[src/rtl/mem_bus_pkg.sv]
// Shared definitions for the two-master native memory bus arbiter.
// Holds the bus field widths, FSM state encodings, master index constants,
// the default read data returned on a timed-out transaction and a small
// one-hot helper.
package mem_bus_pkg;

  localparam int ADDR_W = 32;
  localparam int DATA_W = 32;
  localparam int STRB_W = 4;

  // FSM state encoding, kept as plain constants for compatibility with
  // older tools that handle enums poorly.
  typedef logic [1:0] state_t;
  localparam state_t ST_IDLE = 2'd0;
  localparam state_t ST_REQ  = 2'd1;
  localparam state_t ST_DONE = 2'd2;

  // Master indices: the CPU core and the secondary loader/DMA master.
  localparam logic M_CPU = 1'b0;
  localparam logic M_AUX = 1'b1;

  localparam logic [DATA_W-1:0] DEFAULT_TIMEOUT_DATA = 32'hDEAD_BEEF;

  function automatic logic [1:0] onehot2(input logic idx);
    return idx ? 2'b10 : 2'b01;
  endfunction

endpackage

[src/rtl/mem_bus_arbiter_rr_arb2.sv]
// Two-input round-robin winner select (purely combinational).
// Ports:
//   req0, req1 : request lines from master 0 and master 1
//   last_grant : index of the master that owned the previous transaction
//   sel        : index of the winning master (valid when any_req is high)
//   any_req    : at least one master is requesting
module rr_arb2
  import mem_bus_pkg::*;
(
  input  logic req0,
  input  logic req1,
  input  logic last_grant,
  output logic sel,
  output logic any_req
);

  // A sole requester always wins; on a tie the master that did not own
  // the previous transaction goes next, which gives strict alternation.
  always_comb begin
    any_req = req0 | req1;
    if (req0 && req1) begin
      sel = ~last_grant;
    end else if (req1) begin
      sel = M_AUX;
    end else begin
      sel = M_CPU;
    end
  end

endmodule

[src/rtl/mem_bus_arbiter.sv]
// Round-robin arbiter sharing one picorv32-style native memory port between
// the CPU (m0) and a secondary master (m1). A grant is held for one whole
// transaction, and a watchdog force-completes any request the slave never
// acknowledges so neither master can hang.
// Ports:
//   clk, resetn             : clock and asynchronous ACTIVE-HIGH reset
//   mX_valid/instr/addr/wdata/wstrb : master requests (wstrb==0 means read)
//   mX_ready, mX_rdata      : registered completion pulse and read data
//   s_valid/instr/addr/wdata/wstrb  : registered request toward the slave
//   s_ready, s_rdata        : slave completion and read data
//   grant                   : one-hot owner of the current transaction
//   timeout_err             : one-cycle pulse on forced completion
module mem_bus_arbiter
  import mem_bus_pkg::*;
#(
  parameter int                TIMEOUT      = 255,
  parameter logic [DATA_W-1:0] TIMEOUT_DATA = DEFAULT_TIMEOUT_DATA
) (
  input  logic              clk,
  input  logic              resetn,
  input  logic              m0_valid,
  input  logic              m0_instr,
  input  logic [ADDR_W-1:0] m0_addr,
  input  logic [DATA_W-1:0] m0_wdata,
  input  logic [STRB_W-1:0] m0_wstrb,
  output logic              m0_ready,
  output logic [DATA_W-1:0] m0_rdata,
  input  logic              m1_valid,
  input  logic              m1_instr,
  input  logic [ADDR_W-1:0] m1_addr,
  input  logic [DATA_W-1:0] m1_wdata,
  input  logic [STRB_W-1:0] m1_wstrb,
  output logic              m1_ready,
  output logic [DATA_W-1:0] m1_rdata,
  output logic              s_valid,
  output logic              s_instr,
  output logic [ADDR_W-1:0] s_addr,
  output logic [DATA_W-1:0] s_wdata,
  output logic [STRB_W-1:0] s_wstrb,
  input  logic              s_ready,
  input  logic [DATA_W-1:0] s_rdata,
  output logic [1:0]        grant,
  output logic              timeout_err
);

  localparam logic [7:0] CNT_LAST = 8'(TIMEOUT - 1);

  state_t     state;
  logic       last_grant;
  logic       cur;
  logic       is_read;
  logic [7:0] cnt;

  logic              sel;
  logic              any_req;
  logic              sel_instr;
  logic [ADDR_W-1:0] sel_addr;
  logic [DATA_W-1:0] sel_wdata;
  logic [STRB_W-1:0] sel_wstrb;

  rr_arb2 u_rr_arb2 (
    .req0       (m0_valid),
    .req1       (m1_valid),
    .last_grant (last_grant),
    .sel        (sel),
    .any_req    (any_req)
  );

  // Request fields of whichever master wins the current arbitration.
  always_comb begin
    sel_instr = sel ? m1_instr : m0_instr;
    sel_addr  = sel ? m1_addr  : m0_addr;
    sel_wdata = sel ? m1_wdata : m0_wdata;
    sel_wstrb = sel ? m1_wstrb : m0_wstrb;
  end

  // Main FSM. The read/write flag is kept separately because s_wstrb is
  // cleared on slave completion while rdata still needs the distinction.
  // The DONE cycle gives the finished master a chance to drop valid before
  // the next arbitration, so a stale request is never granted twice.
  always_ff @(posedge clk or posedge resetn) begin
    if (resetn) begin
      state       <= ST_IDLE;
      last_grant  <= M_AUX;
      cur         <= M_CPU;
      is_read     <= 1'b0;
      cnt         <= '0;
      m0_ready    <= 1'b0;
      m1_ready    <= 1'b0;
      m0_rdata    <= '0;
      m1_rdata    <= '0;
      s_valid     <= 1'b0;
      s_instr     <= 1'b0;
      s_addr      <= '0;
      s_wdata     <= '0;
      s_wstrb     <= '0;
      grant       <= '0;
      timeout_err <= 1'b0;
    end else begin
      case (state)
        ST_IDLE: begin
          if (any_req) begin
            s_valid    <= 1'b1;
            s_instr    <= sel_instr;
            s_addr     <= sel_addr;
            s_wdata    <= sel_wdata;
            s_wstrb    <= sel_wstrb;
            is_read    <= (sel_wstrb == '0);
            grant      <= onehot2(sel);
            last_grant <= sel;
            cur        <= sel;
            cnt        <= '0;
            state      <= ST_REQ;
          end
        end
        ST_REQ: begin
          cnt <= cnt + 8'd1;
          if (s_ready) begin
            s_valid <= 1'b0;
            s_wstrb <= '0;
            state   <= ST_DONE;
            if (cur == M_AUX) begin
              m1_ready <= 1'b1;
              if (is_read) m1_rdata <= s_rdata;
            end else begin
              m0_ready <= 1'b1;
              if (is_read) m0_rdata <= s_rdata;
            end
          end else if (cnt == CNT_LAST) begin
            s_valid     <= 1'b0;
            timeout_err <= 1'b1;
            state       <= ST_DONE;
            if (cur == M_AUX) begin
              m1_ready <= 1'b1;
              if (is_read) m1_rdata <= TIMEOUT_DATA;
            end else begin
              m0_ready <= 1'b1;
              if (is_read) m0_rdata <= TIMEOUT_DATA;
            end
          end
        end
        ST_DONE: begin
          m0_ready    <= 1'b0;
          m1_ready    <= 1'b0;
          timeout_err <= 1'b0;
          grant       <= '0;
          state       <= ST_IDLE;
        end
        default: begin
          state <= ST_IDLE;
        end
      endcase
    end
  end

endmodule

[config.mk]
export PLATFORM = sky130hd
export DESIGN_NAME = mem_bus_arbiter
export DESIGN_NICKNAME = d
export VERILOG_FILES = /design/src/rtl/mem_bus_pkg.sv /design/src/rtl/mem_bus_arbiter_rr_arb2.sv /design/src/rtl/mem_bus_arbiter.sv
export SDC_FILE = /design/constraint.sdc
export NUM_CORES = 1
export LEC_CHECK = 0
export CAP_MARGIN = 20
export CORE_UTILIZATION = 40
export DETAILED_ROUTE_END_ITERATION = 8
export PLACE_DENSITY_LB_ADDON = 0.15
export SETUP_SLACK_MARGIN = 0.2
export SLEW_MARGIN = 40
export SYNTH_ARGS = -nofsm -noshare
export SYNTH_HDL_FRONTEND = slang
export SYNTH_SLANG_ARGS = --single-unit
[constraint.sdc]
create_clock -name clk -period 5.98 [get_ports clk]
set_clock_uncertainty 0.1 [all_clocks]
set_input_delay 0.598 -clock clk [delete_from_list [all_inputs] [get_ports clk]]
set_output_delay 0.598 -clock clk [all_outputs]
set_load 0.01 [all_outputs]
**Yosys cells after proc, flatten, opt, wreduce, memory -nomap -nowiden**

Index checks and enable logic that the tools add are counted.

- Register bits: 152
- Input bits: 175
- Output and inout port bits: 139
- Logic and storage cells: 88

- Add/sub/neg operators: 1
- Eq/ne operators: 8
- Mux-type cells: 43
- Bitwise gates (word level): 3
- Reductions and logical operators: 17

Operator list:

| kind | count |
|---|---|
| two-way mux 32 bit | 12 |
| one-hot mux 8 bit (2 select lines) | 1 |
| two-way mux 1 bit | 14 |
| two-way mux 4 bit | 3 |
| two-way mux 2 bit | 5 |
| AND reduction 2 bit | 5 |
| AND reduction 3 bit | 3 |
| adder 8 x 1 -> 8 bit (second input constant) | 1 |
| equality test 8 bit (second input constant) | 1 |
| two-way mux 8 bit | 1 |
| inequality test 2 bit (second input constant) | 4 |
| one-hot mux 1 bit (2 select lines) | 4 |
| one-hot mux 2 bit (2 select lines) | 2 |
| one-hot mux 4 bit (2 select lines) | 1 |
| AND reduction 4 bit | 2 |
| nonzero test 2 bit | 4 |
| logical NOT 4 bit | 1 |
| inequality test 3 bit (second input constant) | 1 |
| equality test 2 x 1 -> 1 bit (second input constant) | 1 |
| equality test 2 bit (second input constant) | 1 |
| logical NOT 2 bit | 1 |
| NOT 1 bit | 2 |
| logical AND 1 bit | 1 |
| OR 1 bit | 1 |

**Logic depth before layout (Yosys ltp)**

- Word-level depth: 5
- Gate-level depth with buffers: 8
- Depth with buffers taken out: 6

**By module**

A second synthesis with hierarchy kept.

- Cells, all modules: 711
- Area, all modules: 7149.4 um^2

By module, submodules not included:

| module | times used | cells each | area an instance (um^2) | seq. area each (um^2) |
|---|---|---|---|---|
| mem_bus_arbiter | 1 | 709 | 7135.6 | 3804.9 |
| rr_arb2 | 1 | 2 | 13.8 | 0.0 |

**Least setup slack after synthesis**

Ideal clock, no wire load.

- Path kind: reg2reg
- Start: reg state[0]
- End: reg s_addr[0]
- Library setup time: 0.127 ns
- Arrival time: 1.637 ns
- Required time: 5.753 ns
- Setup slack: 4.116 ns
- Stages on the path, launching flop included: 9
- Buffers on the path: 3
- Clock period less this slack: 1.864 ns
- Cells stage by stage: dfrtp_1 inv_1 ha_1 buf_2 o21ai_1 clkbuf_1 buf_2 a222oi_1 inv_1

- Cells in the longest elaborated chain, start to end: 2

Ends and longest elaborated chain:

| what | line | RTL |
|---|---|---|
| from (decl) | mem_bus_arbiter.sv:48 | `state_t state;` |
| from (signal assigned) | mem_bus_arbiter.sv:83 | `state <= ST_IDLE;` |
| from (signal assigned) | mem_bus_arbiter.sv:113 | `state <= ST_REQ;` |
| from (signal assigned) | mem_bus_arbiter.sv:121 | `state <= ST_DONE;` |
| logical NOT 2 bit | mem_bus_arbiter.sv:100 | `case (state)` |
| AND reduction 2 bit (no line) | n/a |  |
| to (signal assigned) | mem_bus_arbiter.sv:105 | `s_addr <= sel_addr;` |
| to (decl) | mem_bus_arbiter.sv:37 | `output logic [ADDR_W-1:0] s_addr,` |

Every way passes these cells.
A chain may end at the register's enable or synchronous reset.

**Worst setup path in the final report**

- Start: in m1_valid
- End: reg s_addr[8]

- Cells in the longest elaborated chain, start to end: 3
- Elaborated cells between the ends (all ways): 6
- Those cells by class: mux (3); bitwise (1); reduce/logical (2)

Ends and longest elaborated chain:

| what | line | RTL |
|---|---|---|
| from (decl) | mem_bus_arbiter.sv:28 | `input logic m1_valid,` |
| two-way mux 1 bit or logical AND 1 bit (tied branches) | mem_bus_arbiter_rr_arb2.sv:23, mem_bus_arbiter_rr_arb2.sv:21 |  |
| two-way mux 1 bit | mem_bus_arbiter_rr_arb2.sv:21 | `if (req0 && req1) begin` |
| two-way mux 32 bit | mem_bus_arbiter.sv:72 | `sel_addr = sel ? m1_addr : m0_addr;` |

Several ways; a longest one is shown, not always the timed one.

==> results.toml <==
[outcome]
outcome = "complete, no violations"

[critical_path]
end_kind = "flip-flop"
crit_path_top_delay_cell = "and2_4"
slowest_delay_ns = 0.72
crit_path_cell_trace = "clkdlybuf4s50_1, a21boi_2, and2_4, a222oi_1, inv_1"
crit_fanout = 65
path_buf_inv = 2
start_kind = "input port"
cp_data_arrival_time_ns = 2.89
path_delay_family = "compound AO/OA/AOI/OAI gates"
path_class = "input port to flip-flop"
required_ns = 6.23

[die]
ios = 314
die_h_um = 126
core_area_um2 = 15100
initial_utilization = 0.408
die_area_um2 = 16000
num_rows = 45
die_w_um = 126

[placed_design]
gp_congestion = 0.844
dp_hpwl_mm = 14.0
placedCellCount = 972
port_buffers = 313
dpl-instance-area_um2 = 9440

[clock_network]
cts_sinks = 152
cts_hold_buf = 0
cts_resized = 0
cts_setup_buffers = 0
cts_tree = "yes"
clockBufferDepth = 2
cts_buffers = 17
clockRootBuffer = "clkbuf_16"
h-tree-depth = 4
cts.clk_slew.worst_paths_ns = 0.06
clkLatencyLatePin_ns = 0.41

[layout]
finalNonFillerCells = 1004
syn2layout_area_growth_pct = 63.3
nets = 984
multi_input_area_um2 = 1940
finalInstanceArea_um2 = 10100
diodes = 0
drive_above_1_share = 0.0637
n_fill_cell = 1097
ff_latch_area_um2 = 3800

[yosys]
netlist_instances = 501
ys_seq_area_frac = 0.615
synth_area_per_cell_um2 = 12.3
yosysWarnings = 0
ys_types = 44
synthFlopType = "dfrtp_1"
async_flop_share = 1.00
ys_seq_elements = 152
syn_nets = 682
yosys.area.top_type = "dfrtp_1"
synth_edf_count = 0
yosys.area.top_type_share = 0.611
syn_area_um2 = 6190
synth.area.top_cells = "dfrtp_1, a222oi_1, o22a_1, inv_1, a22o_1"

[sta]
hold_viol = 0
max_freq_mhz = 378
worstMarginPinSlew_ns = 0.737
slew_headroom = 0.509
rsz0062_at_grt = "no"
finalSetupTns_ns = 0
period_share = 0.443
min_period_ns = 2.65
finalSetupViolCount = 0
finalMaxSlewViolations = 0
hold_slack_ns = 0.384

[power_and_ir_drop]
p_per_area_nw_per_um2 = 511
pwr-share-clk = 0.229
sw_frac_of_total = 0.326
leakagePower_nw = 4.51
ir_worst_vdd_mv = 0.234
pwr-share-seq = 0.338
p_int_mw = 3.48
netSwitchingPower_mw = 1.68
comb_power_share = 0.434

[global_route]
antenna_found_initial = 0
grt.total_usage = 0.244
grt-ovfl-total = 0
met2_usage = 0.407
grt_pass1_wl_mm = 30.3
grt_pass1_vias = 5724
top_usage_layer = "met2"
grtUsageMet1 = 0.294
grt_use_met3 = 0.0742
grt_max_degree = 100

[hold_path]
worstHoldPathType = "flip-flop to flip-flop"

[routing]
ant_nets = 0
drcViolationCount = 0
drt-pass1-iter-count = 8
dr.first_iter.drc_count = 482
via_per_inst = 5.42
wl_per_cell_um = 19.2
wl_mm = 19.2
vias = 5443

[flow_run]
maxCapViolations = 0
-- path summary, 6_finish.rpt --
kind | cells past startpoint | slack [ns] | endpoint | from
setup / recovery | 5 | 3.33 | s_addr[8] | m1_valid
hold / removal | 1 | 0.38 | m1_rdata[31] | m1_rdata[31]
setup reg to reg | 8 | 3.48 | s_addr[29] | state[0]
hold reg to reg | 1 | 0.38 | m1_rdata[31] | m1_rdata[31]
max in group asynchronous | 3 | 3.99 | s_addr[22] | resetn
min in group asynchronous | 2 | 0.56 | s_addr[13] | resetn
-- worst register-to-register path: stages, from the launching register on --
cell      delay, ns
dfrtp_1        0.37
inv_1          0.13
ha_1           0.48
o21ai_4        0.17
buf_8          0.20
buf_6          0.17
buf_4          0.26
a222oi_1       0.44
inv_1          0.07
-- registers in the layout (all words and copies together), names as in the netlist --
name and cells:
s_instr 1, timeout_err 1, m0_rdata 32, s_valid 1, s_wstrb 4, is_read 1, cnt 8, grant 2
m0_ready 1, m1_rdata 32, s_wdata 32, s_addr 32, last_grant 1, cur 1, state 2, m1_ready 1
-- routing by layer --
layer  wire [um]  vias to the layer above  share of wire
met1        7570                     2634           0.39
li1            -                     2491              -
met5           0                        -              0
met2        9470                      281           0.49
met3        1640                       37          0.085
met4         560                        0          0.029
-- power groups by stage --
| stage | combinational, mW | clock [mW] | sequential [mW] |
|---|---|---|---|
| after floorplan | 0.850 | 0 | 1.91 |
| after global placement | 2.18 | 0 | 1.73 |
| after detailed placement | 2.25 | 0 | 1.75 |
| after CTS | 2.26 | 1.20 | 1.74 |
| after global routing | 2.41 | 1.25 | 1.79 |
| final | 2.24 | 1.18 | 1.74 |
-- metrics by stage --
step / total power, mW / utilization / worst slack (ns)
2_1_floorplan: 2.76 / - / 1.19
3_3_place_gp: 3.91 / 0.621 / 2.58
3_5_place_dp: 4.00 / 0.624 / 2.92
4_1_cts: 5.21 / 0.667 / 3.36
5_1_grt: 5.46 / 0.667 / 3.17
6_report: 5.16 / 0.667 / 3.33
-- area by class of cell --
class / instances / area share
repair buffers: 319 / 0.316
well taps: 188 / 0.0233
inverters: 71 / 0.0271
multi-input cells: 242 / 0.192
clock inverters: 11 / 0.0192
flip-flops and latches: 152 / 0.377
clock buffers: 21 / 0.0456
-- cell usage after synthesis, drive strengths merged (6+ instances only) --
cell type and number:
clkbuf 9, a21oi 7, o21ai 16, nor2 13
a222oi 62, a22o 16, dfrtp 151, ha 6
nand2 20, inv 71, mux2i 10, o22a 48
buf 27
-- layout by cell type, fill, tap and decap left out, types with 2 or more instances in the layout --
master	Yosys	final
bufinv_16	0	5
buf_4	1	4
dfrtp_1	151	151
clkinv_2	0	2
clkbuf_1	9	2
nor2b_1	2	2
nor4b_1	2	2
nand2_1	20	18
and2_1	4	2
xnor2_1	3	3
o31ai_1	2	2
clkbuf_16	0	17
or3_1	2	2
a22o_1	16	16
inv_1	71	70
nor4_1	3	3
clkbuf_8	0	2
nand3_1	2	2
ha_1	6	6
nor3_1	2	2
clkdlybuf4s50_1	0	313
o21ai_0	14	14
a21oi_1	7	7
nor2_1	12	12
a31oi_1	4	4
and3_1	2	2
nand2_2	0	2
a222oi_1	62	62
mux2i_1	10	10
clkinv_4	0	2
a21o_1	3	3
o22a_1	48	48
-- kinds of logic (layout without fill, tap and decap cells) --
family | after synthesis | count (layout) | synth area share
adders and majority gates | 6 | 6 | 0.0121
muxes | 10 | 10 | 0.0162
DFF | 152 | 152 | 0.615
buffers and inverters | 107 | 422 | 0.0748
AOI/OAI and AO/OA | 162 | 162 | 0.226
and+or+nand+nor | 61 | 61 | 0.0512
xor gates and xnor gates | 3 | 3 | 0.00425
Note: power is estimated with default switching activity, not from simulation.
